--- config.mk ---
export PLATFORM = sky130hd
export DESIGN_NAME = insn_seq_ctrl_flat
export DESIGN_NICKNAME = d
export VERILOG_FILES = /design/src/rtl/insn_seq_ctrl_if.sv /design/src/rtl/insn_seq_ctrl.sv /design/src/flat_wrapper.sv
export SDC_FILE = /design/constraint.sdc
export NUM_CORES = 1
export LEC_CHECK = 0
export CORE_UTILIZATION = 50
export CTS_BUF_LIST = sky130_fd_sc_hd__clkbuf_8
export CTS_CLUSTER_DIAMETER = 100
export DETAILED_ROUTE_END_ITERATION = 16
export GPL_TIMING_DRIVEN = 0
export PLACE_DENSITY = 0.88
export SYNTH_ARGS = -nofsm -noshare
export SYNTH_HDL_FRONTEND = slang
export SYNTH_SLANG_ARGS = --single-unit
--- constraint.sdc ---
create_clock -name clk -period 1.8 [get_ports clk]
set_input_delay 0.36 -clock clk [delete_from_list [all_inputs] [get_ports clk]]
set_output_delay 0.36 -clock clk [all_outputs]
set_load 0.01 [all_outputs]
--- src/rtl/insn_seq_ctrl_if.sv ---
// Control bundle between the RV32I sequencer and the datapath/memory it drives.
// The sequencer uses the master view; the datapath side uses the slave view.
interface insn_seq_ctrl_if;
  logic [9:0] code;
  logic       br_taken;
  logic       mem_ready;
  logic       ir_we;
  logic       pc_we;
  logic       rd_we;
  logic       mem_req;
  logic       mem_we;
  logic       addr_sel;
  logic       pc_next_sel;
  logic       halted;
  logic       fault;
  logic [2:0] state;

  modport master (
    input  code, br_taken, mem_ready,
    output ir_we, pc_we, rd_we, mem_req, mem_we, addr_sel, pc_next_sel,
           halted, fault, state
  );

  modport slave (
    output code, br_taken, mem_ready,
    input  ir_we, pc_we, rd_we, mem_req, mem_we, addr_sel, pc_next_sel,
           halted, fault, state
  );
endinterface

--- src/rtl/insn_seq_ctrl.sv ---
// Multi-cycle FETCH/DECODE/EXEC/MEM/WB sequencer for an RV32I datapath; emits
// single-cycle write enables and owns the shared memory req/ready handshake.
module insn_seq_ctrl #(
  parameter int MEM_TIMEOUT = 15,
  parameter int CNT_W       = 8
) (
  input  logic            clk,
  input  logic            reset,
  insn_seq_ctrl_if.master bus
);

  typedef enum logic [2:0] {
    S_FETCH  = 3'd0,
    S_DECODE = 3'd1,
    S_EXEC   = 3'd2,
    S_MEM    = 3'd3,
    S_WB     = 3'd4,
    S_HALT   = 3'd5,
    S_FAULT  = 3'd6
  } state_e;

  typedef enum logic [2:0] {
    C_ALU, C_JUMP, C_BRANCH, C_LOAD, C_STORE
  } class_e;

  localparam logic [CNT_W-1:0] CNT_MAX = CNT_W'(MEM_TIMEOUT);

  state_e           st;
  class_e           cls;
  class_e           code_class;
  logic [CNT_W-1:0] cnt;
  logic             live;
  logic             active;
  logic             one_hot;

  // live stays low for the cycle after reset releases, so no enable or
  // request can fire until the sequencer has seen one clean edge.
  assign active  = live & ~reset;
  assign one_hot = (bus.code != 10'd0) && ((bus.code & (bus.code - 10'd1)) == 10'd0);

  always_comb begin
    // NOTE: assign a default before any branch so no path leaves the
    // variable unassigned; otherwise synthesis infers a latch.
    code_class = C_ALU;
    if (bus.code[8])                    code_class = C_LOAD;
    else if (bus.code[6])               code_class = C_STORE;
    else if (bus.code[4])               code_class = C_BRANCH;
    else if (bus.code[0] | bus.code[1]) code_class = C_JUMP;
  end

  // NOTE: state is updated with non-blocking assignments so every register
  // samples pre-edge values regardless of statement order.
  always_ff @(posedge clk) begin
    if (reset) begin
      st   <= S_FETCH;
      cnt  <= '0;
      live <= 1'b0;
      cls  <= C_ALU;
    end else begin
      live <= 1'b1;
      if (live) begin
        case (st)
          S_FETCH, S_MEM: begin
            // ready wins over the timeout when both land on the same cycle
            if (bus.mem_ready) begin
              cnt <= '0;
              if (st == S_FETCH)     st <= S_DECODE;
              else if (cls == C_LOAD) st <= S_WB;
              else                   st <= S_FETCH;
            end else if (cnt == CNT_MAX) begin
              cnt <= '0;
              st  <= S_FAULT;
            end else begin
              cnt <= cnt + 1'b1;
            end
          end
          S_DECODE: begin
            cls <= code_class;
            if (!one_hot)         st <= S_FAULT;
            else if (bus.code[9]) st <= S_HALT;
            else                  st <= S_EXEC;
          end
          S_EXEC: begin
            if (cls == C_LOAD || cls == C_STORE) st <= S_MEM;
            else if (cls == C_BRANCH)            st <= S_FETCH;
            else                                 st <= S_WB;
          end
          S_WB:            st <= S_FETCH;
          S_HALT, S_FAULT: st <= st;
          default:         st <= S_FAULT;
        endcase
      end
    end
  end

  always_comb begin
    bus.ir_we       = 1'b0;
    bus.pc_we       = 1'b0;
    bus.rd_we       = 1'b0;
    bus.mem_req     = 1'b0;
    bus.mem_we      = 1'b0;
    bus.addr_sel    = 1'b0;
    bus.pc_next_sel = 1'b0;
    bus.halted      = 1'b0;
    bus.fault       = 1'b0;
    if (active) begin
      case (st)
        S_FETCH: begin
          bus.mem_req = 1'b1;
          bus.ir_we   = bus.mem_ready;
        end
        S_EXEC: begin
          bus.pc_we       = (cls != C_LOAD) && (cls != C_STORE);
          bus.pc_next_sel = (cls == C_BRANCH) ? bus.br_taken : (cls == C_JUMP);
        end
        S_MEM: begin
          bus.mem_req  = 1'b1;
          bus.addr_sel = 1'b1;
          bus.mem_we   = (cls == C_STORE);
          bus.pc_we    = bus.mem_ready && (cls == C_STORE);
        end
        S_WB: begin
          bus.rd_we = 1'b1;
          bus.pc_we = (cls == C_LOAD);
        end
        S_HALT:  bus.halted = 1'b1;
        S_FAULT: bus.fault  = 1'b1;
        default: ;
      endcase
    end
  end

  assign bus.state = st;

endmodule

--- src/flat_wrapper.sv ---
// flat-port wrapper written by rule: the top's interface ports become plain ports
module insn_seq_ctrl_flat 
#(
  parameter int MEM_TIMEOUT = 15,
  parameter int CNT_W       = 8
)
  (clk, reset, bus_code, bus_br_taken, bus_mem_ready, bus_ir_we, bus_pc_we, bus_rd_we, bus_mem_req, bus_mem_we, bus_addr_sel, bus_pc_next_sel, bus_halted, bus_fault, bus_state);
  insn_seq_ctrl_if bus_i ();
  input  logic clk;
  input  logic reset;
  input wire logic [$bits(bus_i.code)-1:0] bus_code;
  input wire logic [$bits(bus_i.br_taken)-1:0] bus_br_taken;
  input wire logic [$bits(bus_i.mem_ready)-1:0] bus_mem_ready;
  output wire logic [$bits(bus_i.ir_we)-1:0] bus_ir_we;
  output wire logic [$bits(bus_i.pc_we)-1:0] bus_pc_we;
  output wire logic [$bits(bus_i.rd_we)-1:0] bus_rd_we;
  output wire logic [$bits(bus_i.mem_req)-1:0] bus_mem_req;
  output wire logic [$bits(bus_i.mem_we)-1:0] bus_mem_we;
  output wire logic [$bits(bus_i.addr_sel)-1:0] bus_addr_sel;
  output wire logic [$bits(bus_i.pc_next_sel)-1:0] bus_pc_next_sel;
  output wire logic [$bits(bus_i.halted)-1:0] bus_halted;
  output wire logic [$bits(bus_i.fault)-1:0] bus_fault;
  output wire logic [$bits(bus_i.state)-1:0] bus_state;
  assign bus_i.code = bus_code;
  assign bus_i.br_taken = bus_br_taken;
  assign bus_i.mem_ready = bus_mem_ready;
  assign bus_ir_we = bus_i.ir_we;
  assign bus_pc_we = bus_i.pc_we;
  assign bus_rd_we = bus_i.rd_we;
  assign bus_mem_req = bus_i.mem_req;
  assign bus_mem_we = bus_i.mem_we;
  assign bus_addr_sel = bus_i.addr_sel;
  assign bus_pc_next_sel = bus_i.pc_next_sel;
  assign bus_halted = bus_i.halted;
  assign bus_fault = bus_i.fault;
  assign bus_state = bus_i.state;
  insn_seq_ctrl #(.MEM_TIMEOUT(MEM_TIMEOUT), .CNT_W(CNT_W)) u_core (.clk(clk), .reset(reset), .bus(bus_i));
endmodule
Word-level counts from Yosys, hierarchy flattened
Cells that the tools add are included.

word-level totals
  output and inout bits = 12
  register bits after elaboration = 15
  word-level logic and storage cells = 72
  bits of input ports = 14

cells by class
  bitwise gates (word level) = 5
  add/sub/neg operators = 2
  multiplexer cells = 35
  reductions and logical operators = 12
  equality and inequality tests = 14

operator list
  cell                     number
  $mux W3                  11
  $mux W1                  20
  $mux W8                  2
  $pmux W3 S5              1
  $eq A3 B2 Y1 const B     4
  $eq A3 B3 Y1 const B     4
  $and A10 B10 Y10         1
  $logic_not A10 Y1        1
  $reduce_bool A10 Y1      1
  $sub A10 B1 Y10 const B  1
  $add A8 B1 Y8 const B    1
  $eq A8 B4 Y1 const B     1
  $eq A3 B1 Y1 const B     2
  $reduce_and A2 Y1        2
  $reduce_or A2 Y1         2
  $logic_and A1 B1 Y1      3
  $logic_not A3 Y1         1
  $ne A3 B1 Y1 const B     1
  $ne A3 B2 Y1 const B     1
  $ne A3 B3 Y1 const B     1
  $pmux W1 S3              1
  $reduce_and A3 Y1        1
  $not A1 Y1               2
  $and A1 B1 Y1            1
  other kinds (2)          2

Longest topological paths before layout
  depth after elaboration = 6
  mapped depth = 6
  depth with buffers taken out = 6

Least setup slack after synthesis
Ideal clock, no wire load.

  kind = in2out
  start = input port reset
  end = output port bus_mem_we
  stages = 5
  slack = 0.139 ns
  buffers on the path = 1
  arrival time = 1.301 ns
  data required time = 1.440 ns
  path through = clkbuf_1 nor2b_1 and3_1 and2_1 and3_1

between the ends
  longest elaborated chain between the ends = 3

RTL lines
  what           RTL line              text
  from (decl)    flat_wrapper.sv:10    input logic reset;
  $not A1 Y1     insn_seq_ctrl.sv:38   assign active = live & ~reset;
  $and A1 B1 Y1  insn_seq_ctrl.sv:38
  $mux W1        insn_seq_ctrl.sv:106  if (active) begin
  to (decl)      flat_wrapper.sv:18    output wire logic [$bits(bus_i.mem_we)-1:0] bus_mem_we;

Every way passes these cells.

Worst setup path in the final report
  start = register u_core.live
  end = output port bus_pc_we

between the ends
  longest elaborated chain between the ends = 2

RTL lines
  what                    RTL line              text
  from (decl)             insn_seq_ctrl.sv:32   logic live;
  from (signal assigned)  insn_seq_ctrl.sv:57   live <= 1'b0;
  from (signal assigned)  insn_seq_ctrl.sv:60   live <= 1'b1;
  $and A1 B1 Y1           insn_seq_ctrl.sv:38
  $mux W1                 insn_seq_ctrl.sv:106
  to (decl)               flat_wrapper.sv:15    output wire logic [$bits(bus_i.pc_we)-1:0] bus_pc_we;

Every way passes these cells.

==> insert_results.sql <==
INSERT INTO impl_metrics (metric_group, metric, value, unit) VALUES
('drt', 'viasPerCell', '5.90', ''),
('drt', 'route.vias.total', '1221', ''),
('cells_and_area', 'area_growth_syn_to_layout', '43.1', '%'),
('timing', 'timing.setup.tns', '-0.0681', 'ns'),
('run_status', 'outcome', 'complete, but fails checks', ''),
('timing', 'setup_viol_count_final', '2', ''),
('cells_and_area', 'fin_util', '76.3', '%'),
('cells_and_area', 'num-nets-final', '196', ''),
('timing', 'share_of_the_clock_period_used_by_the_worst_path', '103', '%'),
('placed_design', 'area_of_placed_instances', '1320', 'um2'),
('floorplan', 'die_x', '48.0', 'um'),
('logic_synthesis', 'area_share_of_the_largest_cell_type_after_synthesis', '28.4', '%'),
('clock_tree', 'ctsLongestPathBuffers', '2', ''),
('power', 'power_density', '664', 'nW/um2'),
('floorplan', 'die_height', '48.0', 'um'),
('drt', 'routedWlPerCell', '14.7', 'um'),
('drt', 'drt-total-wl', '3050', 'um'),
('power', 'vdd_drop_max', '404', 'uV'),
('clock_tree', 'path_clk_slew', '0.07', 'ns'),
('timing', 'hold_violations', '0', ''),
('clock_tree', 'clock_sink_count', '15', ''),
('critical_path', 'path_max_fanout', '3', ''),
('critical_path', 'critPathSlowestCell', 'sky130_fd_sc_hd__dfxtp_4', ''),
('logic_synthesis', 'number_of_nets_in_the_synthesized_netlist', '158', ''),
('timing', 'timing.hold.ws', '0.436', 'ns'),
('cells_and_area', 'design_area', '1510', 'um2'),
('hold_path', 'hold-path-cell-count', '2', ''),
('logic_synthesis', 'synthMostInstantiatedCell', 'sky130_fd_sc_hd__nor2_1', ''),
('timing', 'worst_slack', '-0.0597', 'ns'),
('floorplan', 'placementRows', '16', ''),
('floorplan', 'starting_utilization_of_the_core_area', '53.3', '%'),
('timing', 'clock-skew-final', '0.00291', 'ns'),
('logic_synthesis', 'sequential_cell_area_fraction_in_the_yosys_report', '28.4', '%'),
('critical_path', 'critical_path_rt', '1.44', 'ns'),
('logic_synthesis', 'synth_top_cells_by_count', 'sky130_fd_sc_hd__nor2_1, sky130_fd_sc_hd__dfxtp_1, sky130_fd_sc_hd__a21oi_1, sky130_fd_sc_hd__and3_1, sky130_fd_sc_hd__o21ai_0', ''),
('logic_synthesis', 'synthesis.area', '1060', 'um2'),
('logic_synthesis', 'syn-mean-instance-area', '7.39', 'um2'),
('floorplan', 'floorplan.die_area', '2300', 'um2'),
('logic_synthesis', 'number_of_enable_type_register_cells_in_the_synthesized_netlist', '0', ''),
('run_status', 'failed_checks', 'setup timing', ''),
('global_routing', 'global_route.usage.total', '27.4', '%'),
('critical_path', 'critical_path_buf_inv_count', '2', ''),
('critical_path', 'reg2regPathDepth', '5', ''),
('placed_design', 'dp_worst_setup_slack', '-0.466', 'ns'),
('critical_path', 'crit_family', 'simple AND/OR/NAND/NOR gates', ''),
('critical_path', 'crit_path_end_kind', 'output pin', ''),
('hold_path', 'min_path_type', 'input port to flop', ''),
('run', 'maxCapViolations', '0', ''),
('timing', 'timing.final.max_slew_violations', '0', ''),
('logic_synthesis', 'synth-warning-count', '0', ''),
('critical_path', 'critPathKind', 'flop to output pin', ''),
('drt', 'final_antenna_net_count', '0', ''),
('global_routing', 'grt_start_max_net_pins', '11', ''),
('logic_synthesis', 'ys_seq_elements', '15', ''),
('critical_path', 'crit_path_start_kind', 'flop', ''),
('clock_tree', 'cts.root.buffer_cell', 'sky130_fd_sc_hd__clkbuf_8', ''),
('critical_path', 'worstSetupPathDepth', '6', ''),
('timing', 'period_minus_slack', '1.86', 'ns'),
('cells_and_area', 'diodes', '0', ''),
('clock_tree', 'tritoncts', 'built', ''),
('logic_synthesis', 'library_cells_used_by_synthesis', '39', ''),
('timing', 'worst_pin_slew', '0.472', 'ns'),
('floorplan', 'io_pins', '26', ''),
('timing', 'clock.fmax', '0.538', 'GHz'),
('timing', 'grt_setup_unrepaired', 'yes', ''),
('logic_synthesis', 'synth_top_flop_cell', 'sky130_fd_sc_hd__dfxtp_1', ''),
('clock_tree', 'clock_insertion_delay_worst_skew', '0.25', 'ns'),
('global_routing', 'grt_pass1_vias', '1058', ''),
('critical_path', 'cp_slowest_stage_delay', '0.34', 'ns'),
('critical_path', 'timing.critical_path.cells', 'nor2b_4, buf_6, and3_4, o21ai_1, o22ai_1, buf_2', ''),
('placed_design', 'io_buffers', '23', '');
-- layout make-up --
cell class,count,area [um2]
Sequential cell,15,308
Multi-Input combinational cell,115,773
Fill cell,135,469
Timing Repair Buffer,33,275
Inverter,6,22.5
Tap cell,27,33.8
Buffer,7,51.3
Clock inverter,1,7.51
Clock buffer,3,41.3
-- cell families (layout without fill, tap and decap cells) --
logic type	after synthesis	count (layout)	share of synthesized area, %
AND/OR/NAND/NOR	71	71	36.2
AO/OA/AOI/OAI	34	34	20.1
flip-flops	15	15	28.4
buffers and inverters	13	50	6.51
XOR/XNOR	8	8	6.63
adder cells (fa/ha/maj)	1	1	1.18
multiplexers	1	1	0.947
-- report_power, final --
group / switching [mW] / internal, mW / leakage (nW)
clock: 0.134 / 0.156 / 0.0217
sequential: 0.0226 / 0.351 / 0.123
combinational: 0.179 / 0.162 / 0.518
-- metal layers --
metal / GRT usage [%] / routed length (um) / share of wire, % / vias up
met2: 46.8 / 1520 / 50 / 71
met1: 33.3 / 1230 / 41 / 560
met5: 0 / 0 / 0 / -
met3: 4.15 / 212 / 7.0 / 11
li1: - / - / - / 579
met4: 13.3 / 82 / 2.7 / 0
-- what timing repair did --
item,in CTS,in global routing
pin swaps,7,9
buffers inserted,6,4
setup endpoints to repair,12,11
resized for setup,46,24
-- path summary, 6_finish.rpt --
kind / start / to / slack, ns
worst min-delay path: reset / u_core.cnt[1] / 0.44
worst max-delay path: u_core.live / bus_pc_we / -0.06
worst min register to register: u_core.cnt[1] / u_core.cnt[1] / 0.53
worst max register to register: u_core.cnt[7] / u_core.cnt[7] / 0.15
-- state kept, by name (all words and copies together) (netlist names) --
| register | cells |
|---|---|
| u_core.cls | 3 |
| u_core.bus.state | 3 |
| u_core.live | 1 |
| u_core.cnt | 8 |
-- per-stage QoR --
step	total power, mW	std cells
global route	1.05	207
global placement	0.632	193
finish	1.00	207
floorplan	0.545	143
CTS	0.980	203
detailed placement	0.642	193
-- placed cells by master, fill, tap and decap left out, drive strengths merged, types with 4 or more instances in the layout --
master and n:
clkdlybuf4s50 6, xnor2 5, clkbuf 11, nor2 27
o21ai 10, inv 6, dlymetal6s2s 5, and3 9
nor3 4, a21oi 10, buf 18, dfxtp 15
nand3 5, nand2 7
Power figures use the tool's default switching activity.
